File: src/rtl/pwm_capture.sv
// PWM receiver: measures period and high time of an async input in clk cycles,
// classifies the duty into one of two LED modes and flags a stuck input.
module pwm_capture #(
    parameter int CNT_W    = 16,
    parameter int TIMEOUT  = 4095,
    parameter int MODE_THR = 326
) (
    input  logic             clk,
    input  logic             rst_n,
    input  logic             pwm_in,
    output logic [CNT_W-1:0] period_out,
    output logic [CNT_W-1:0] high_out,
    output logic             valid,
    output logic             timeout,
    output logic             stuck_level,
    output logic             led0,
    output logic             led1
);

    typedef enum logic [1:0] {
        IDLE,
        HIGH,
        LOW
    } state_t;

    localparam logic [CNT_W-1:0] TO_V  = CNT_W'(TIMEOUT);
    localparam logic [CNT_W-1:0] THR_V = CNT_W'(MODE_THR);
    localparam logic [CNT_W-1:0] ONE   = CNT_W'(1);

    logic sync1, pwm_s, pwm_d;
    logic rise, fall;

    state_t           state, state_n;
    logic [CNT_W-1:0] cnt, cnt_n, cnt_inc;
    logic [CNT_W-1:0] hi_pend, hi_pend_n;
    logic [CNT_W-1:0] period_n, high_n;
    logic             valid_n, timeout_n, stuck_n, led0_n, led1_n;
    logic             at_to;

    assign rise    = pwm_s & ~pwm_d;
    assign fall    = ~pwm_s & pwm_d;
    assign at_to   = (cnt == TO_V);
    assign cnt_inc = at_to ? cnt : cnt + ONE;

    always_ff @(posedge clk) begin
        if (!rst_n) begin
            sync1 <= 1'b0;
            pwm_s <= 1'b0;
            pwm_d <= 1'b0;
        end else begin
            sync1 <= pwm_in;
            pwm_s <= sync1;
            pwm_d <= pwm_s;
        end
    end

    always_ff @(posedge clk) begin
        if (!rst_n) begin
            state       <= IDLE;
            cnt         <= '0;
            hi_pend     <= '0;
            period_out  <= '0;
            high_out    <= '0;
            valid       <= 1'b0;
            timeout     <= 1'b0;
            stuck_level <= 1'b0;
            led0        <= 1'b0;
            led1        <= 1'b0;
        end else begin
            state       <= state_n;
            cnt         <= cnt_n;
            hi_pend     <= hi_pend_n;
            period_out  <= period_n;
            high_out    <= high_n;
            valid       <= valid_n;
            timeout     <= timeout_n;
            stuck_level <= stuck_n;
            led0        <= led0_n;
            led1        <= led1_n;
        end
    end

    // Edges are tested before the timeout so an edge on the limit cycle wins.
    always_comb begin
        state_n   = state;
        cnt_n     = cnt_inc;
        hi_pend_n = hi_pend;
        period_n  = period_out;
        high_n    = high_out;
        valid_n   = 1'b0;
        timeout_n = 1'b0;
        stuck_n   = stuck_level;
        led0_n    = led0;
        led1_n    = led1;
        unique case (state)
            IDLE: begin
                cnt_n = '0;
                if (rise) begin
                    state_n = HIGH;
                    cnt_n   = ONE;
                end
            end
            HIGH: begin
                if (fall) begin
                    state_n   = LOW;
                    hi_pend_n = cnt;
                end else if (at_to) begin
                    state_n   = IDLE;
                    cnt_n     = '0;
                    timeout_n = 1'b1;
                    stuck_n   = pwm_s;
                end
            end
            LOW: begin
                if (rise) begin
                    state_n  = HIGH;
                    cnt_n    = ONE;
                    period_n = cnt;
                    high_n   = hi_pend;
                    valid_n  = 1'b1;
                    {led1_n, led0_n} = (hi_pend < THR_V) ? 2'b01 : 2'b10;
                end else if (at_to) begin
                    state_n   = IDLE;
                    cnt_n     = '0;
                    timeout_n = 1'b1;
                    stuck_n   = pwm_s;
                end
            end
            default: begin
                state_n = IDLE;
                cnt_n   = '0;
            end
        endcase
    end

endmodule
File: config.mk
export PLATFORM = sky130hd
export DESIGN_NAME = pwm_capture
export DESIGN_NICKNAME = d
export VERILOG_FILES = /design/src/rtl/pwm_capture.sv
export SDC_FILE = /design/constraint.sdc
export NUM_CORES = 1
export LEC_CHECK = 0
export CAP_MARGIN = 10
export CORE_MARGIN = 5
export CORE_UTILIZATION = 54
export DETAILED_ROUTE_END_ITERATION = 8
export PLACE_DENSITY = 0.76
export SYNTH_ARGS = -nofsm -noshare
export SYNTH_HDL_FRONTEND = slang
export SYNTH_SLANG_ARGS = --single-unit
File: constraint.sdc
create_clock -name clk -period 2.8 [get_ports clk]
set_clock_uncertainty 0.2 [all_clocks]
set_input_delay 0.84 -clock clk [delete_from_list [all_inputs] [get_ports clk]]
set_output_delay 0.84 -clock clk [all_outputs]
set_load 0.02 [all_outputs]
==> results <==
- The run finished with clean final reports.
- In this run, synthesis inferred 0 flip-flops with an integrated enable.
- The cell taking the most area after synthesis is sky130_fd_sc_hd__dfxtp_1.
- The cts-stage hold buffer count is 0.
- Global routing used 20.2% of the available tracks across all layers.
- The H-tree level count is 3.
- STA puts the critical path data arrival time at 2.39 ns.
- The net switching share of the total power is 19.5%.
- The proportion of layout cells with a drive suffix above 1 is 8.52%.
- The final-report hold violation count is 0.
- The gate count of the mapped netlist is 370.
- The number of buffers and inverters on the critical path is 1.
- The worst setup path is captured at a flop.
- Leaving out filler cells and counting taps, the final layout contains 483.
- Leaving out fill and tap cells, the most frequent cell in the layout is sky130_fd_sc_hd__nand2_1.
- The sequential-to-total area share from yosys stat is 47.5%.
- The routed design could run at a clock period as short as 2.36 ns.
- The worst slew margin relative to its limit is between 60 and 70%.
- The total power density per cell area is 550 mW/mm^2.
- Counting the fill cells in the layout gives 467.
- The wire length of the first global-routing pass is 12000 um.
- Ranked by total cell area, the synthesized netlist is headed by sky130_fd_sc_hd__dfxtp_1 47%, sky130_fd_sc_hd__nand2_1 13%, sky130_fd_sc_hd__a21boi_0 12%.
- The first-pass detailed-route iteration total is 4.
- For this design the total switching power over the nets is 0.412 mW.
- In this run the cell area of the synthesized design comes to approximately 0.0031 mm^2.
- The tree built by TritonCTS fans out to 74 sinks.
- The number of global-route vias before repair is around 2.5k.
- Of all nets on the critical path, the largest fanout is 10.
- The achievable frequency is 0.424 GHz.
- In the routed layout, each cell is associated on average with a via count of 5.47.
- The antenna diode count is 0.
- The net count of the finished layout is between 400 and 500.
- No sink is reached through more buffers than the 2 on the longest clock path.
- The share of synthesized area spent on multiplexers is 0%.
- The half-perimeter wire length of the detailed placement result is 4730 um.
- The cell row count is 27.
- The maximum VDD drop is between 0.0003 and 0.0004 V.
- The total placed cells including tap cells is ~470.
- The worst slack after detailed placement is ~0.19 ns.
- After synthesis, the largest area contributor takes up 47.5% of total cell area.
- The mean routed wirelength per cell is 14.2 um.
- For this run, the slowest stage of the critical path takes 0.59 ns.
- The area occupied by multi-input gates is 0.00151 mm^2.
- The die height is 86.0 um.
- The library cells used most frequently in the layout, excluding fill and tap cells, are 105 x sky130_fd_sc_hd__nand2_1, 74 x sky130_fd_sc_hd__dfxtp_1, 50 x sky130_fd_sc_hd__a21boi_0.
- The total nets after synthesis is 379.
- Of the total synthesized cell area, the portion taken by AND, OR, NAND and NOR gates is 24.5%.
- The congestion estimate from routability-driven global placement came to 0.857.
- The sequential power share is ~50%.
- The buffer count from post-CTS setup fixing is 0.
- The static power due to leakage is between 1 and 1.5 nW.
- The accumulated negative setup slack is 0 ns.
- The buffer cell driving the clock tree root is sky130_fd_sc_hd__clkbuf_8.
- The clock reaches the later pin of the worst-skew pair after 0.34 ns.
- The CTS tree is yes.
- The path class of the tightest hold or removal check is reg -> reg.
- The share of total power dissipated in the clock network is between 40 and 50%.
- The fraction of registers with async set/reset is 0%.
- The clock-pin slew of the registers on the worst-case setup and hold paths is ~0.070 ns.
- The critical path in this run is classified as reg -> reg.
- Buffers inserted during clock tree synthesis total 9.
- The internal portion of total power is ~1.7 mW.
- After layout, the worst path uses 84.3% of the clock period.
- Walking the worst path, the cells encountered are or4_4 > nor4_4 > inv_2 > ha_1 > nor2_1 > o31a_1.
- The initial detailed-routing violation count is 202.
- The synthesized netlist devotes 0.842% of its cell area to XOR and XNOR gates.
- Summed over all layers, the routed wires come to 6860 um.
- The mean post-synth cell area is 8.43 um^2.
- For this run the aggregate overflow at the end of global routing stands at 0.
- The boundary pin count is 40.
- Input and output buffers added on the ports amount to 39.
- In this run the standard cell core region covers 0.00557 mm^2.
- The count of endpoints failing setup in the final report is 0.
- In the routed design, unresolved DRC markers number 0.
- The post-route antenna net violation count is 0.
- For the worst setup path, the data required time is 2.83 ns.
- The synthesized netlist contains 42 unique library cells.
- STA classifies the critical path startpoint as a flop.
- The number of max-cap violations is 0.
- The area added between synthesis and finish is 22.8%.
- Entering global routing, the biggest net connects 59 pins.
- For this configuration, the core starts out at a cell density of 56.0%.
- The slew at the pin closest to its max-slew limit is about 0.45 ns.
- The gate family responsible for the most delay along the worst path is simple AND/OR/NAND/NOR gates.
- The number of warning messages in the yosys log is 0.
- On the critical path, the stage with the largest delay is an instance of sky130_fd_sc_hd__or4_4.
- The floorplan step set the die width to 86.0 um.
- For this run, the share of the core covered by cells in the final layout is 68.8%.
- The die covers roughly 0.0074 mm^2.
- The post-synthesis register bit count is 74.
- The area share of fa/ha/maj cells after synthesis is roughly 2.4%.
- The overall via count from detail_route is roughly 2.6k.
- The minimum hold slack is 0.238 ns.
- The number of max-slew violations in the final report came to 0.
- The synthesized-area fraction occupied by ao, oa, aoi and oai cells is 20.5%.
- Setup repair after global routing left no endpoint under its margin.
- After layout, the worst setup slack is between 0.4 and 0.5 ns.
- Registers take 0.00148 mm^2.
- The initial antenna violation count came to 0.
- The largest family of logic cells by synthesized area is simple AND/OR/NAND/NOR gates.
- The quantity of gates resized following cts is 0.
- Combinational logic burns 2.4% of the power.
- The most used flip-flop cell after synthesis is sky130_fd_sc_hd__dfxtp_1.
## worst paths after layout
path,slack [ns],endpoint,from,cells after the start
hold reg to reg,0.24,pwm_s$_SDFF_PN0_,sync1$_SDFF_PN0_,1
setup / recovery,0.44,cnt[0]$_SDFF_PN0_,cnt[12]$_SDFF_PN0_,6
setup reg to reg,0.44,cnt[0]$_SDFF_PN0_,cnt[12]$_SDFF_PN0_,6
hold / removal,0.24,pwm_s$_SDFF_PN0_,sync1$_SDFF_PN0_,1
## cell usage after synthesis, types with 5 or more instances
library cell / n
sky130_fd_sc_hd__nand3_1: 8
sky130_fd_sc_hd__ha_1: 6
sky130_fd_sc_hd__nor2_1: 12
sky130_fd_sc_hd__nand4_1: 7
sky130_fd_sc_hd__nand2_1: 105
sky130_fd_sc_hd__inv_1: 9
sky130_fd_sc_hd__a21oi_1: 8
sky130_fd_sc_hd__and3_1: 5
sky130_fd_sc_hd__dfxtp_1: 74
sky130_fd_sc_hd__a31oi_1: 7
sky130_fd_sc_hd__and2_1: 5
sky130_fd_sc_hd__a21boi_0: 50
sky130_fd_sc_hd__clkbuf_1: 22
## power by group through the flow
stage	combinational, mW	clock (mW)	sequential, mW
after global routing	0.0551	1.08	1.06
after global placement	0.0484	0	1.08
final	0.0495	1.00	1.06
after detailed placement	0.0487	0	1.08
after floorplan	0.0354	0	1.08
after CTS	0.0490	1.02	1.06
## flip-flops by register name, summed over array words and instances (netlist names), 2 cells and up
name and cells:
hi_pend 16, cnt 16, state 2, period_out 16, high_out 16
## through the flow
step	area [um^2]	power, mW
after global placement	3590	1.13
after CTS	3830	2.13
final	3830	2.11
after floorplan	3120	1.12
after detailed placement	3590	1.13
after global routing	3830	2.19
## cell type report
cell class / instances / area share, %
clock buffers: 12 / 3.79
multi-input cells: 261 / 39.3
inverters: 10 / 0.979
well taps: 72 / 2.35
flip-flops and latches: 74 / 38.7
clock inverters: 4 / 2.58
repair buffers: 50 / 12.3
## cell families (layout without fill, tap and decap cells)
logic type	count (synthesis)	count (layout)
xor gates and xnor gates	3	3
buffers and inverters	35	76
DFF	74	74
adders and majority gates	6	6
and+or+nand+nor	166	166
AOI/OAI and AO/OA	86	86
## routing by layer
| layer | vias to the layer above | track usage [%] | routed length (um) |
|---|---|---|---|
| met3 | 6 | 5.86 | 444 |
| met4 | 0 | 6.76 | 63 |
| met5 | - | 0 | 0 |
| li1 | 1338 | - | - |
| met1 | 1228 | 26.3 | 3160 |
| met2 | 72 | 32.0 | 3190 |
Power figures use the tool's default switching activity.
